<file path="config.mk">
export PLATFORM = sky130hd
export DESIGN_NAME = display_frame_reader
export DESIGN_NICKNAME = d
export VERILOG_FILES = /design/src/rtl/display_frame_reader.sv
export SDC_FILE = /design/constraint.sdc
export NUM_CORES = 1
export LEC_CHECK = 0
export CORE_MARGIN = 3
export CORE_UTILIZATION = 43
export DETAILED_ROUTE_END_ITERATION = 10
export MAX_ROUTING_LAYER = met4
export PLACE_DENSITY_LB_ADDON = 0.12
export REMOVE_ABC_BUFFERS = 1
export SLEW_MARGIN = 20
export SYNTH_ARGS = -nofsm -noshare
export SYNTH_HDL_FRONTEND = slang
export SYNTH_SLANG_ARGS = --single-unit
</file>
<file path="constraint.sdc">
create_clock -name iCLOCK -period 5.8 [get_ports iCLOCK]
set_input_delay 1.16 -clock iCLOCK [delete_from_list [all_inputs] [get_ports iCLOCK]]
set_output_delay 1.16 -clock iCLOCK [all_outputs]
set_load 0.005 [all_outputs]
</file>
<file path="src/rtl/display_frame_reader.sv">
// -----------------------------------------------------------------------------
// display_frame_reader
//
// Framebuffer fetch client for the two-port memory resource controller.
// Reads a linear framebuffer region in bursts of P_BURST words, buffers the
// returned data in a first-word-fall-through FIFO and streams it to the display
// pipeline together with a frame-start marker on word 0 of every frame.
//
// A burst is only requested when the FIFO already has room for the whole
// burst. That space is effectively reserved, so the read-data path never
// needs to back-pressure the controller.
//
// Ports
//   iCLOCK, inRESET         clock, asynchronous active-low reset
//   iRESET_SYNC             synchronous reset shared with the controller
//   iENA                    fetch enable (level)
//   oARBIT_REQ / iARBIT_ACK / oARBIT_FINISH
//                           memory-port arbitration handshake
//   oMEM_ENA, oMEM_RW, oMEM_ADDR, oMEM_DATA, iMEM_BUSY
//                           read command channel (oMEM_RW/oMEM_DATA tied to 0)
//   iMEM_VALID, iMEM_DATA, oMEM_BUSY
//                           read return channel (oMEM_BUSY tied to 0)
//   oPIX_VALID, iPIX_BUSY, oPIX_DATA, oPIX_FRAME_START
//                           output stream, FWFT valid/busy
// -----------------------------------------------------------------------------
module display_frame_reader #(
  parameter int unsigned                  P_MEM_ADDR_N   = 22,
  parameter logic [P_MEM_ADDR_N-1:0]      P_FB_BASE      = 22'h000000,
  parameter int unsigned                  P_FB_WORDS     = 19200,
  parameter int unsigned                  P_BURST        = 16,
  parameter int unsigned                  P_FIFO_DEPTH_N = 5
) (
  input  logic                    iCLOCK,
  input  logic                    inRESET,
  input  logic                    iRESET_SYNC,
  input  logic                    iENA,
  output logic                    oARBIT_REQ,
  input  logic                    iARBIT_ACK,
  output logic                    oARBIT_FINISH,
  output logic                    oMEM_ENA,
  input  logic                    iMEM_BUSY,
  output logic                    oMEM_RW,
  output logic [P_MEM_ADDR_N-1:0] oMEM_ADDR,
  output logic [31:0]             oMEM_DATA,
  input  logic                    iMEM_VALID,
  output logic                    oMEM_BUSY,
  input  logic [31:0]             iMEM_DATA,
  output logic                    oPIX_VALID,
  input  logic                    iPIX_BUSY,
  output logic [31:0]             oPIX_DATA,
  output logic                    oPIX_FRAME_START
);

  localparam int unsigned DEPTH = 1 << P_FIFO_DEPTH_N;
  localparam int unsigned CNT_W = $clog2(P_BURST + 1);
  localparam int unsigned FCW   = P_FIFO_DEPTH_N + 1;

  localparam logic [P_MEM_ADDR_N-1:0]   LAST_ADDR  = P_FB_BASE + P_MEM_ADDR_N'(P_FB_WORDS - 1);
  localparam logic [CNT_W-1:0]          BURST_CNT  = CNT_W'(P_BURST);
  localparam logic [CNT_W-1:0]          CNT_ONE    = CNT_W'(1);
  localparam logic [FCW-1:0]            FIFO_CAP   = FCW'(DEPTH);
  localparam logic [FCW-1:0]            BURST_FREE = FCW'(P_BURST);
  localparam logic [FCW-1:0]            FCNT_ONE   = FCW'(1);
  localparam logic [P_FIFO_DEPTH_N-1:0] IDX_ONE    = P_FIFO_DEPTH_N'(1);

  typedef enum logic [2:0] {
    ST_IDLE,
    ST_REQ,
    ST_CMD,
    ST_DRAIN,
    ST_FIN
  } state_t;

  // FIFO entry: {frame_flag, data}
  typedef struct packed {
    logic        frame;
    logic [31:0] data;
  } entry_t;

  state_t                    state_q,    state_d;
  logic [P_MEM_ADDR_N-1:0]   ptr_q,      ptr_d;      // next address to issue
  logic [P_MEM_ADDR_N-1:0]   ret_ptr_q,  ret_ptr_d;  // address of next returned word
  logic [CNT_W-1:0]          issued_q,   issued_d;
  logic [CNT_W-1:0]          returned_q, returned_d;
  logic [FCW-1:0]            count_q,    count_d;
  logic [P_FIFO_DEPTH_N-1:0] wr_idx_q,   wr_idx_d;
  logic [P_FIFO_DEPTH_N-1:0] rd_idx_q,   rd_idx_d;

  entry_t mem_q [DEPTH];

  logic           issue;
  logic           push;
  logic           pop;
  logic [FCW-1:0] free_entries;
  entry_t         head;

  // Linear advance through the framebuffer, wrapping after the last word.
  function automatic logic [P_MEM_ADDR_N-1:0] next_addr(input logic [P_MEM_ADDR_N-1:0] a);
    return (a == LAST_ADDR) ? P_FB_BASE : a + P_MEM_ADDR_N'(1);
  endfunction

  assign free_entries = FIFO_CAP - count_q;
  assign head         = mem_q[rd_idx_q];

  // NOTE: every variable gets a default at the top of the block so that no
  // path leaves it unassigned; that is what keeps this purely combinational.
  always_comb begin
    state_d    = state_q;
    ptr_d      = ptr_q;
    ret_ptr_d  = ret_ptr_q;
    issued_d   = issued_q;
    returned_d = returned_q;
    count_d    = count_q;
    wr_idx_d   = wr_idx_q;
    rd_idx_d   = rd_idx_q;
    issue      = 1'b0;
    push       = iMEM_VALID && (state_q == ST_CMD || state_q == ST_DRAIN);
    pop        = (count_q != '0) && !iPIX_BUSY;

    unique case (state_q)
      ST_IDLE: begin
        if (iENA && free_entries >= BURST_FREE) state_d = ST_REQ;
      end
      ST_REQ: begin
        if (iARBIT_ACK) state_d = ST_CMD;
      end
      ST_CMD: begin
        // issued never reaches P_BURST here: the last issue leaves for DRAIN.
        if (!iMEM_BUSY) begin
          issue    = 1'b1;
          ptr_d    = next_addr(ptr_q);
          issued_d = issued_q + CNT_ONE;
          if (issued_q == BURST_CNT - CNT_ONE) state_d = ST_DRAIN;
        end
      end
      ST_DRAIN: begin
        if (returned_q == BURST_CNT) state_d = ST_FIN;
      end
      ST_FIN: begin
        state_d    = ST_IDLE;
        issued_d   = '0;
        returned_d = '0;
      end
      default: state_d = ST_IDLE;
    endcase

    // Returns are in order, so a return-side address counter reproduces the
    // address each word was fetched from and hence its frame-start flag.
    if (push) begin
      returned_d = returned_q + CNT_ONE;
      ret_ptr_d  = next_addr(ret_ptr_q);
      wr_idx_d   = wr_idx_q + IDX_ONE;
    end
    if (pop) rd_idx_d = rd_idx_q + IDX_ONE;

    unique case ({push, pop})
      2'b10:   count_d = count_q + FCNT_ONE;
      2'b01:   count_d = count_q - FCNT_ONE;
      default: count_d = count_q;
    endcase

    // The shared synchronous reset overrides everything above. No FINISH is
    // sent: the controller is reset by the same signal.
    if (iRESET_SYNC) begin
      state_d    = ST_IDLE;
      ptr_d      = P_FB_BASE;
      ret_ptr_d  = P_FB_BASE;
      issued_d   = '0;
      returned_d = '0;
      count_d    = '0;
      wr_idx_d   = '0;
      rd_idx_d   = '0;
      issue      = 1'b0;
      push       = 1'b0;
      pop        = 1'b0;
    end
  end

  // NOTE: sequential state uses non-blocking assignments so every flop
  // samples its _d value from before the edge, independent of block order.
  always_ff @(posedge iCLOCK or negedge inRESET) begin
    if (!inRESET) begin
      state_q    <= ST_IDLE;
      ptr_q      <= P_FB_BASE;
      ret_ptr_q  <= P_FB_BASE;
      issued_q   <= '0;
      returned_q <= '0;
      count_q    <= '0;
      wr_idx_q   <= '0;
      rd_idx_q   <= '0;
    end else begin
      state_q    <= state_d;
      ptr_q      <= ptr_d;
      ret_ptr_q  <= ret_ptr_d;
      issued_q   <= issued_d;
      returned_q <= returned_d;
      count_q    <= count_d;
      wr_idx_q   <= wr_idx_d;
      rd_idx_q   <= rd_idx_d;
    end
  end

  // NOTE: the storage array has no reset; its contents are only observable
  // through the count/pointer logic, which is reset, and the output is
  // forced to zero while the FIFO is empty.
  always_ff @(posedge iCLOCK) begin
    if (push) mem_q[wr_idx_q] <= '{frame: (ret_ptr_q == P_FB_BASE), data: iMEM_DATA};
  end

  // Outputs are held at zero during the synchronous reset cycle as well.
  assign oARBIT_REQ       = (state_q == ST_REQ) && !iRESET_SYNC;
  assign oARBIT_FINISH    = (state_q == ST_FIN) && !iRESET_SYNC;
  assign oMEM_ENA         = issue;
  assign oMEM_ADDR        = issue ? ptr_q : '0;
  assign oMEM_RW          = 1'b0;
  assign oMEM_DATA        = '0;
  assign oMEM_BUSY        = 1'b0;
  assign oPIX_VALID       = (count_q != '0) && !iRESET_SYNC;
  assign oPIX_DATA        = oPIX_VALID ? head.data : 32'h0;
  assign oPIX_FRAME_START = oPIX_VALID && head.frame;

endmodule

</file>
==> results of run 1 <==
==> worst reg2reg max path, stage by stage (launching register included) <==
cell	delay [ps]
dfrtp_1	540
and3b_1	440
nand2_1	560
nor2_4	870
buf_4	500
==> synthesized netlist by cell type, types with 27 or more instances <==
library cell / n
o21ai_0: 101
mux4_2: 231
a21oi_1: 29
nor2_1: 83
a22oi_1: 33
o211ai_1: 27
dfrtp_1: 73
nand2_1: 66
mux2i_1: 60
a31oi_1: 61
buf_2: 34
edfxtp_1: 1056
buf_4: 39
nand3_1: 34
and2_1: 27
clkbuf_1: 75
==> metal layers <==
| metal | track usage | up-vias | share of wire |
|---|---|---|---|
| li1 | - | 9864 | - |
| met1 | 0.312 | 12600 | 0.44 |
| met2 | 0.349 | 767 | 0.49 |
| met3 | 0.0361 | 120 | 0.060 |
| met4 | 0.0453 | 0 | 0.014 |
| met5 | - | - | 0 |
==> flip-flops by register name, indices dropped and copies added (netlist names) <==
name	count
rd_idx_q	5
returned_q	5
wr_idx_q	5
ret_ptr_q	22
state_q	3
count_q	6
mem_q	1056
ptr_q	22
issued_q	5
==> final cells by class <==
class | count | area, µm² | area share
multi-input combinational | 1035 | 10600 | 0.206
sequential | 1129 | 33500 | 0.652
clock buffer | 145 | 3110 | 0.0603
inverter | 16 | 60.1 | 0.00117
timing repair buffer | 183 | 1860 | 0.0362
antenna | 2 | 5.00 | 0.0000972
clock inverter | 66 | 589 | 0.0114
tap | 1368 | 1710 | 0.0332
==> cell families (layout without fill, tap and decap cells) <==
kind of cell / count (synthesis) / after routing / synth area share
flip-flops: 1129 / 1129 / 0.752
AO/OA/AOI/OAI: 363 / 363 / 0.0549
AND/OR/NAND/NOR: 315 / 315 / 0.0360
multiplexers: 292 / 292 / 0.130
buffers and inverters: 179 / 410 / 0.0193
XOR/XNOR: 17 / 17 / 0.00334
adder cells (fa/ha/maj): 14 / 14 / 0.00393
other: 1 / 36 / 0.0000841
==> per-stage QoR <==
stage | setup slack [ps] | instances | setup TNS, ps | instance area (µm²) | power, mW
5_1_grt | 362 | 3944 | 0 | 51500 | 20.5
2_1_floorplan | -7570 | 2180 | -277340 | 43900 | 11.6
4_1_cts | 513 | 3942 | 0 | 51500 | 20.0
6_report | 599 | 3944 | 0 | 51500 | 19.7
3_5_place_dp | 906 | 3731 | 0 | 47800 | 12.7
3_3_place_gp | 999 | 3731 | 0 | 47800 | 12.7
==> path summary, 6_finish.rpt <==
check                           slack [ps]   startpoint  depth (start not counted)       endpoint
worst max-delay path                   600  rd_idx_q[0]                          6  oPIX_DATA[17]
min in group iCLOCK                    520  issued_q[0]                          1    issued_q[0]
worst min register to register         520  issued_q[0]                          1    issued_q[0]
max in group asynchronous             4190      inRESET                          2    rd_idx_q[1]
worst max register to register        2530   state_q[1]                          4  mem_q[11][11]
worst min-delay path                   440      inRESET                          1     count_q[1]
==> power groups by stage <==
stage | Sequential (mW) | Combinational, mW | Clock, mW
3_3_place_gp | 9.29 | 3.37 | 0
4_1_cts | 9.13 | 3.40 | 7.43
6_report | 9.12 | 3.32 | 7.27
2_1_floorplan | 9.50 | 2.11 | 0
5_1_grt | 9.14 | 3.61 | 7.77
3_5_place_dp | 9.30 | 3.39 | 0
==> metrics, run 1 <==
status finished, final reports clean; Final Skew 27.0 ps; MaxCap Viol Count 0; Final Hold Viols 0; total number of vias roughly 23,000; largest net degree at the start of global routing 55; EDFF count, synth 1,056; fin util 0.503; CP max stage cell dfrtp_4; RD Place Congestion 0.804; Max FO, Critical Path 48; min-delay worst type in2async; core area 102,000 µm²; critical path endpoint category output port; Crit Path Class reg2out; total CTS buffers approximately 120; top_reg_cell synth edfxtp_1; CP max stage delay 1070 ps; DR vias/cell slightly below 6; cts hold-fix bufs 0; WHS between 400 and 500 ps; starting density of the core 0.436; hpwl dp 64,100 µm; mapped cell area 44,600 µm²; net switching power 4.83 mW; Clk pwr share 0.369; Tcrit/Tclk final 0.897; 1st-pass router iterations 8; most used cell, CP buf_4; overall fraction of global-route tracks in use 0.223; number of global-route vias before repair 23,800; Port-buffer cells 98; syn_area_per_cell around 19 µm²; H-tree levels 3; ratio of cells with drive above 1 in the final layout 0.212; Worst EP required ~4600 ps; Int Power between 10 and 15 mW; CP Launch Type flop; most common cell after layout, fill and taps aside edfxtp_1; grt ovf 0; Wirelength per Cell 29.3 µm; CTS Root Cell clkbuf_16; Routed Antenna Nets 0; sequential share of the synthesized area 0.752; first-pass GRT wire length 168,000 µm; cell-by-cell listing of the critical path buf_4 -> mux4_2 -> o311ai_0 -> buf_4 -> a31oi_1 -> clkdlybuf4s50_1; Slew @ Worst Pin 1070 ps; RSZ-0062 raised after global routing false; final setup fails 0; Critical Path AT just over 4000 ps; Netlist cell types 64; TritonCTS clock tree built; Routed WL 115,000 µm; FF+latch count, synth 1,129; Synth area leaders edfxtp_1 (71%), mux4_2 (12%), dfrtp_1 (4.1%); Yosys top cell area share 0.711; Rel. slew slack 0.285; Remaining DRCs 0; Sw Ratio 0.245; Max IR drop VDD 0.229 mV; post-synth top area cell edfxtp_1; post-CTS resize count 0; area grow syn2layout 15.5%; FILL cells 8,267; fin. max-slew vios 0; Die Height roughly 330 µm; Leak Pwr between 15 and 20 nW; area of the die 108,000 µm²; clk slew on worst S/H paths 60 ps; Yosys warnings 0; pwr/cell area 383 nW/µm²; Die Wd ~330 µm; Worst Path Buf+Inv 3; crit path time final 5200 ps; most frequent cells in the layout edfxtp_1 (1,056), mux4_2 (231), clkbuf_16 (120); drt first-iter violations 2,473; Worst-Skew Late Latency 690 ps; Nets 2,535; row count 117; maximum clock path buffer count 3; CP top delay family buffers and inverters; sequential power share 0.463; initial antenna violation count 3; synthesized instance count around 2,300; fmax 192 MHz; Post-CTS Setup Inserts 0; combinational power share 0.168; ys async rst share 0.0647; clk sinks 1,129; io pins 133
No activity file was read; power rests on OpenSTA's default activity.
==> run 2: changes to the inputs <==
- CTS_CLUSTER_SIZE: default -> 30
==> results of run 2 <==
Final layout, timing and power as in run 1 (identical DEF).
